<file path="config.mk">
export PLATFORM = sky130hd
export DESIGN_NAME = i2s_tdm_tx
export DESIGN_NICKNAME = d
export VERILOG_FILES = /design/src/rtl/i2s_tdm_tx.sv
export SDC_FILE = /design/constraint.sdc
export NUM_CORES = 1
export LEC_CHECK = 0
export BUFFER_PORTS_ARGS = -buffer_cell sky130_fd_sc_hd__buf_2
export CORE_MARGIN = 4
export CORE_UTILIZATION = 45
export CTS_BUF_LIST = sky130_fd_sc_hd__clkbuf_2
export DETAILED_ROUTE_END_ITERATION = 16
export GPL_ROUTABILITY_DRIVEN = 0
export MAX_ROUTING_LAYER = met4
export PLACE_DENSITY_LB_ADDON = 0.25
export SYNTH_ARGS = -nofsm -noshare
export SYNTH_HDL_FRONTEND = slang
export SYNTH_SLANG_ARGS = --single-unit
</file>
<file path="constraint.sdc">
create_clock -name sclk -period 2.05 [get_ports sclk]
set_clock_uncertainty 0.05 [all_clocks]
set_input_delay 0.205 -clock sclk [delete_from_list [all_inputs] [get_ports sclk]]
set_output_delay 0.205 -clock sclk [all_outputs]
set_load 0.01 [all_outputs]
</file>
<file path="src/rtl/i2s_tdm_tx.sv">
// Slave-mode TDM/I2S transmitter: CHANNELS slots of SLOT bits, each carrying a
// BITSIZE-bit sample MSB-first. One multi-channel word per frame is accepted
// through a valid/ready handshake into a one-deep holding register.
// All state advances on the falling edge of sclk.
module i2s_tdm_tx #(
   parameter int unsigned BITSIZE         = 16,
   parameter int unsigned SLOT            = 32,
   parameter int unsigned CHANNELS        = 2,
   parameter int unsigned DELAY           = 1,
   parameter int unsigned UNDERRUN_REPEAT = 0
) (
   input  logic                         sclk,
   input  logic                         rst,
   input  logic                         lrclk,
   input  logic [CHANNELS*BITSIZE-1:0]  in_data,
   input  logic                         in_valid,
   output logic                         in_ready,
   output logic                         sdata,
   output logic                         frame_start,
   output logic                         underrun,
   output logic                         sync_err
);

   localparam int unsigned FrameBits = CHANNELS * SLOT;
   localparam int unsigned SampW     = CHANNELS * BITSIZE;
   localparam int unsigned CntW      = $clog2(FrameBits) + 1;

   localparam logic [CntW-1:0] CntMax  = CntW'(FrameBits);
   localparam logic [CntW-1:0] CntLast = CntW'(FrameBits - 1);
   localparam logic [CntW-1:0] CntOne  = CntW'(1);

   // Slot 0 occupies the top of the image so the buffer shifts out MSB-first.
   function automatic logic [FrameBits-1:0] build_image(input logic [SampW-1:0] s);
      logic [FrameBits-1:0] img;
      img = '0;
      for (int unsigned ch = 0; ch < CHANNELS; ch++) begin
         img[FrameBits-1-ch*SLOT -: BITSIZE] = s[ch*BITSIZE +: BITSIZE];
      end
      return img;
   endfunction

   logic                 lr_q;
   logic [SampW-1:0]     hold_q, hold_d;
   logic                 hold_full_q, hold_full_d;
   logic [SampW-1:0]     last_q, last_d;
   logic [FrameBits-1:0] buf_q, buf_d;
   logic [CntW-1:0]      cnt_q, cnt_d;
   logic                 sdata_q, sdata_d;
   logic                 frame_start_q, underrun_q, sync_err_q;

   logic                 det, xfer, under, short_frame, raw;
   logic [SampW-1:0]     src;
   logic [FrameBits-1:0] img;

   assign det         = lr_q & ~lrclk;
   assign xfer        = in_valid & ~hold_full_q;
   assign short_frame = det & (cnt_q < CntLast);

   // Source selection at frame start, holding-register fill, and the shift buffer.
   always_comb begin
      hold_d      = hold_q;
      hold_full_d = hold_full_q;
      last_d      = last_q;
      src         = '0;
      under       = 1'b0;
      if (det) begin
         if (hold_full_q) begin
            src         = hold_q;
            hold_full_d = 1'b0;
            last_d      = hold_q;
         end else if (xfer) begin
            // Bypass: the word goes straight into the frame, hold stays empty.
            src    = in_data;
            last_d = in_data;
         end else begin
            under = 1'b1;
            src   = (UNDERRUN_REPEAT != 0) ? last_q : '0;
         end
      end else if (xfer) begin
         hold_d      = in_data;
         hold_full_d = 1'b1;
      end
      img = build_image(src);
      if (det) begin
         // Restart drops whatever is left of the old frame.
         raw   = img[FrameBits-1];
         buf_d = img << 1;
         cnt_d = '0;
      end else begin
         // Buffer fills with zeros, so bits past the frame end are 0.
         raw   = buf_q[FrameBits-1];
         buf_d = buf_q << 1;
         cnt_d = (cnt_q == CntMax) ? cnt_q : cnt_q + CntOne;
      end
   end

   // Data delay between the frame bit stream and the sdata pin.
   if (DELAY == 0) begin : g_nodly
      assign sdata_d = raw;
   end else begin : g_dly
      logic [DELAY-1:0] pipe_q, pipe_d;

      // Next-state of the delay line: shift in the current frame bit.
      always_comb begin
         pipe_d    = pipe_q << 1;
         pipe_d[0] = raw;
      end

      // Delay line register.
      always_ff @(negedge sclk or negedge rst) begin
         if (!rst) pipe_q <= '0;
         else      pipe_q <= pipe_d;
      end

      assign sdata_d = pipe_q[DELAY-1];
   end

   // State and registered outputs.
   always_ff @(negedge sclk or negedge rst) begin
      if (!rst) begin
         lr_q          <= 1'b1;
         hold_q        <= '0;
         hold_full_q   <= 1'b0;
         last_q        <= '0;
         buf_q         <= '0;
         cnt_q         <= CntMax;
         sdata_q       <= 1'b0;
         frame_start_q <= 1'b0;
         underrun_q    <= 1'b0;
         sync_err_q    <= 1'b0;
      end else begin
         lr_q          <= lrclk;
         hold_q        <= hold_d;
         hold_full_q   <= hold_full_d;
         last_q        <= last_d;
         buf_q         <= buf_d;
         cnt_q         <= cnt_d;
         sdata_q       <= sdata_d;
         frame_start_q <= det;
         underrun_q    <= under;
         sync_err_q    <= short_frame;
      end
   end

   assign in_ready    = ~hold_full_q;
   assign sdata       = sdata_q;
   assign frame_start = frame_start_q;
   assign underrun    = underrun_q;
   assign sync_err    = sync_err_q;

endmodule
</file>
==> impl_metrics.ini, run 1 <==
[worst_setup_path]
crit_chain = inv_1, buf_2
cp_slowest_stage_delay_ns = 0.47
worst_setup_path_end_kind = primary output
startpoint_type = flip-flop
critPathKind = flip-flop to primary output
critPathBufInv = 2
rrSetupSlack_ns = 0.27
r2r-start = hold_full_q$_DFFE_NN0P_
worstSetupStartpoint = hold_full_q$_DFFE_NN0P_
cp.depth = 2
critical-path-top-delay-family = flip-flops
r2r_cells = 5
r2r_end = hold_q[12]$_DFFE_NN0P_
crit_fanout = 2
critical_path_required_ns = 1.79
cp-endpoint = in_ready
cp.arrival_ns = 2.10
slowest_stage = dfrtn_1

[synthesis]
synth_edf_count = 0
ys_async_sr_fraction = 1.00
avgSynthCellArea_um2 = 12.7
yosysUniqueCellTypes = 29
syn-num-nets = 337
synth-seq-area-share = 0.613
synth_ff_type = dfrtn_1
yosys_warnings = 0
synth_cells = 299
syn-cell-area_um2 = 3800
synth_top_cell_area_share = 0.599
yosys.area.top_type = dfrtn_1
synth-seq-cells = 93
synthTopCellsByArea = dfrtn_1, mux2_4, a221oi_1, nor2_1, and2_1

[grt]
met3_usage = 0.0271
grt_pass1_wl_mm = 11.9
busiest_layer = met2
antenna_found_initial = 1
grt.met1_usage = 0.212
grt_pass1_vias = 2455
grtUsageMet2 = 0.232
grt_max_degree = 42
track_usage = 0.156
grt-ovfl-total = 0

[status]
violations = setup timing
status = finished, violations left

[pwr]
p_per_area_nw_per_um2 = 866
ir_drop_uv = 385
p_leak_nw = 2.08

[final_layout]
postLayoutCellArea_um2 = 4370
layout-drive-gt1-share = 0.325
final_cell_mix = dfrtn_1, nor2_1, buf_2
fillCellCount = 736
layout_commonest_cell = dfrtn_1
synthToLayoutAreaGrowth_pct = 15.0
nNetsFinal = 384

[sta]
slew_headroom = 0.696
tightest_slew_ns = 0.449
maxSlewViolCount = 0
timing.final.ws_setup_ns = -0.303
rsz0062_at_grt = yes
hold_violations = 0
finalSetupViolations = 5

[placement]
dp_hpwl_mm = 4.59
preCtsSetupSlack_ns = -0.280
port_buffers = 40
dpl_cell_area_um2 = 4280

[floorplan]
rows = 33
die_area_um2 = 9980
die_h_um = 99.9
die_w_um = 99.9
core-area_um2 = 8220
ios = 41
start_util = 0.463

[worst_hold_path]
hp-class = flip-flop to flip-flop

[detailed_routing]
drt_iter0_markers = 70
dr.pass1.iters = 4
vias = 2359
wl_per_cell_um = 15.4
drc = 0
antenna_left = 0
wl_mm = 7.03
via_per_inst = 5.16

[clocking]
htree_levels = 3
root_buffer = clkbuf_2
clk_pin_slew_ns = 0.17
cts_buffers = 9
clk_path_buf_depth = 2
clk_latency_ns = 0.50
clock_sinks = 93
cts-resized-gates = 0
cts_tree = built
cts_setup_buffers = 0

[flow_run]
max-cap-violations = 0
-- cell usage after synthesis (2+ instances only) --
| library cell | number |
|---|---|
| dfrtn_1 | 91 |
| nor2_1 | 68 |
| a221oi_1 | 31 |
| mux2_4 | 30 |
| and2_1 | 16 |
| buf_2 | 8 |
| clkbuf_1 | 7 |
| buf_6 | 5 |
| inv_1 | 5 |
| a21oi_1 | 4 |
| nand3_1 | 4 |
| nor3_1 | 3 |
| o21ai_0 | 3 |
| a211oi_1 | 2 |
| dfstp_2 | 2 |
| ha_1 | 2 |
| mux2_2 | 2 |
| nand2_1 | 2 |
| nand2b_1 | 2 |
| or3_1 | 2 |
| xor2_1 | 2 |
-- power breakdown --
group	internal (mW)	switching, mW
Sequential	2.17	0.162
Combinational	0.395	0.305
Clock	0.152	0.605
-- metrics by stage --
step / utilization / hold slack [ns] / setup TNS (ns) / std cells / power (mW)
global placement: 0.520 / 0.243 / -17.37 / 439 / 3.05
detailed placement: 0.520 / 0.256 / -18.50 / 439 / 3.08
global route: 0.532 / 0.239 / -1.50 / 457 / 4.01
finish: 0.532 / 0.236 / -1.15 / 457 / 3.79
CTS: 0.532 / 0.238 / -1.36 / 456 / 3.83
floorplan: - / 0.242 / -6.56 / 299 / 2.85
-- state kept, by name, summed over array words and instances (netlist names) --
| register | flops |
|---|---|
| hold_full_q | 1 |
| hold_q | 32 |
| frame_start | 1 |
| lr_q | 1 |
| g_dly.pipe_q | 1 |
| underrun | 1 |
| sdata | 1 |
| cnt_q | 7 |
| buf_q | 47 |
| sync_err | 1 |
-- worst min path at each step --
stage | start | to | slack [ns] | cells after the start
2_1_floorplan | g_dly.pipe_q$_DFF_NN0_ | sdata$_DFF_NN0_ | 0.24 | 0
3_3_place_gp | g_dly.pipe_q$_DFF_NN0_ | sdata$_DFF_NN0_ | 0.24 | 0
3_5_place_dp | g_dly.pipe_q$_DFF_NN0_ | sdata$_DFF_NN0_ | 0.26 | 0
4_1_cts | g_dly.pipe_q$_DFF_NN0_ | sdata$_DFF_NN0_ | 0.24 | 0
5_1_grt | g_dly.pipe_q$_DFF_NN0_ | sdata$_DFF_NN0_ | 0.24 | 0
6_report | g_dly.pipe_q$_DFF_NN0_ | sdata$_DFF_NN0_ | 0.24 | 0
-- cell type report --
| type | instances | area (um2) | area share |
|---|---|---|---|
| tap | 105 | 131 | 0.0301 |
| clock buffer | 9 | 45.0 | 0.0103 |
| multi-input combinational | 180 | 1390 | 0.317 |
| timing repair buffer | 56 | 410 | 0.0939 |
| antenna | 1 | 2.50 | 0.000573 |
| clock inverter | 9 | 50.0 | 0.0115 |
| inverter | 4 | 15.0 | 0.00344 |
| sequential | 93 | 2330 | 0.533 |
-- layer usage --
metal | vias to the layer above | wire, um
li1 | 1127 | -
met1 | 1180 | 3390
met2 | 41 | 3250
met3 | 11 | 237
met4 | 0 | 154
met5 | - | 0
-- timing repair --
item / in CTS / in global routing
hold buffers: 0 / 0
gates cloned: 0 / 0
setup endpoints to repair: 5 / 5
-- kinds of logic after synthesis --
kind of cell,count (synthesis),synth area share
compound gates,41,0.0866
fa+ha+maj,2,0.00658
buf+inv,26,0.0382
simple gates,102,0.124
mux,32,0.124
flops,93,0.613
xor+xnor,3,0.00691
Power figures use the tool's default switching activity.
==> run 2, diff against run 1 <==
Settings changed: CORE_MARGIN 4 to 10, RECOVER_POWER set to 100, REMOVE_ABC_BUFFERS set to 1.
==> impl_metrics.ini, run 2 (synthesized netlist as in run 1, its figures left out) <==
[grt]
antenna_found_initial = 0
track_usage = 0.121
grt_pass1_vias = 2504
grt_max_degree = 36
grt-ovfl-total = 0
grt_pass1_wl_mm = 12.2

[final_layout]
nNetsFinal = 386
layout-drive-gt1-share = 0.286
fin_util = 0.514
largest_register_ffs = 47
layout_commonest_cell = dfrtn_1
synthToLayoutAreaGrowth_pct = 11.2
fillCellCount = 747
top_regs = buf_q x47, hold_q x32, cnt_q x7
antenna_cells = 0
final_cell_mix = dfrtn_1, nor2_1, buf_2
regArea_um2 = 2330
top_register = buf_q
multi_input_area_um2 = 1300

[sta]
tightest_slew_ns = 0.781
timing.final.ws_setup_ns = -0.284
hold_violations = 0
finalSetupViolations = 39
rsz0062_at_grt = yes
hold_slack_ns = 0.250
slew_headroom = 0.479
maxSlewViolCount = 0

[worst_setup_path]
worst_setup_path_end_kind = primary output
critPathKind = flip-flop to primary output
critical_path_required_ns = 1.79
crit_chain = inv_1, buf_2
critPathBufInv = 2
crit_fanout = 2
cp.arrival_ns = 2.08
critical-path-top-delay-family = flip-flops
cp_slowest_stage_delay_ns = 0.44
slowest_stage = dfrtn_1
startpoint_type = flip-flop

[flow_run]
max-cap-violations = 0

[detailed_routing]
drt_iter0_markers = 71
wl_per_cell_um = 15.4
via_per_inst = 5.18
antenna_left = 0
vias = 2372
wl_mm = 7.08
dr.pass1.iters = 4
drc = 0

[clocking]
cts_buffers = 9
htree_levels = 3
hold_buffers = 0
clk_latency_ns = 0.51
clock_sinks = 93
cts_setup_buffers = 0
root_buffer = clkbuf_2
cts_tree = built
clk_pin_slew_ns = 0.16
clk_path_buf_depth = 2

[pwr]
ir_drop_uv = 440
p_leak_nw = 2.01
power_mw = 3.88
p_per_area_nw_per_um2 = 918

[floorplan]
ios = 41
core-area_um2 = 8220
start_util = 0.463
die_h_um = 112
die_area_um2 = 12500
rows = 33
die_w_um = 112

[worst_hold_path]
hp-class = flip-flop to flip-flop

[status]
violations = setup timing
status = finished, violations left

[placement]
dp_hpwl_mm = 4.75
port_buffers = 40
-- run 2: through the flow --
stage          TNS, ns  instance area [um2]  setup WS [ns]  instances
3_3_place_gp    -25.33                 4220         -0.362        441
2_1_floorplan   -99.43                 3670          -1.28        278
3_5_place_dp    -26.98                 4220         -0.369        441
6_report         -6.24                 4230         -0.284        458
5_1_grt         -10.65                 4230         -0.391        458
4_1_cts          -1.50                 4340         -0.329        458
-- run 2: final timing paths --
path	to	from	slack [ns]	cells past startpoint
min in group asynchronous	sync_err$_DFF_NN0_	rst	0.51	1
worst max register to register	hold_q[1]$_DFFE_NN0P_	hold_full_q$_DFFE_NN0P_	0.24	5
worst max-delay path	in_ready	hold_full_q$_DFFE_NN0P_	-0.28	2
max in group asynchronous	buf_q[28]$_DFF_NN0_	rst	0.24	2
worst min-delay path	sdata$_DFF_NN0_	g_dly.pipe_q$_DFF_NN0_	0.25	0
worst min register to register	sdata$_DFF_NN0_	g_dly.pipe_q$_DFF_NN0_	0.25	0
-- run 2: area by class of cell --
| cell class | count | area share |
|---|---|---|
| Multi-Input combinational cell | 180 | 0.308 |
| Clock inverter | 9 | 0.0192 |
| Tap cell | 105 | 0.0311 |
| Inverter | 4 | 0.00355 |
| Clock buffer | 9 | 0.0107 |
| Sequential cell | 93 | 0.551 |
| Timing Repair Buffer | 58 | 0.0758 |
-- run 2: what timing repair did --
action,4_1_cts,5_1_grt
setup endpoints to repair,5,5
resized for setup,0,0
pin swaps,0,0
-- run 2: metal layers --
layer	share of wire	routed length [um]	up-vias	global-route usage
li1	-	-	1130	-
met1	0.48	3380	1196	0.153
met2	0.47	3350	36	0.179
met3	0.035	245	10	0.0370
met4	0.014	99	0	0.0428
met5	0	0	-	-
-- run 2: power by group --
part	internal [mW]	total (mW)	switching (mW)	leakage, nW
clock network	0.291	0.914	0.623	0.0829
logic	0.352	0.644	0.293	0.801
registers	2.17	2.32	0.154	1.13
total	2.81	3.88	1.07	2.01
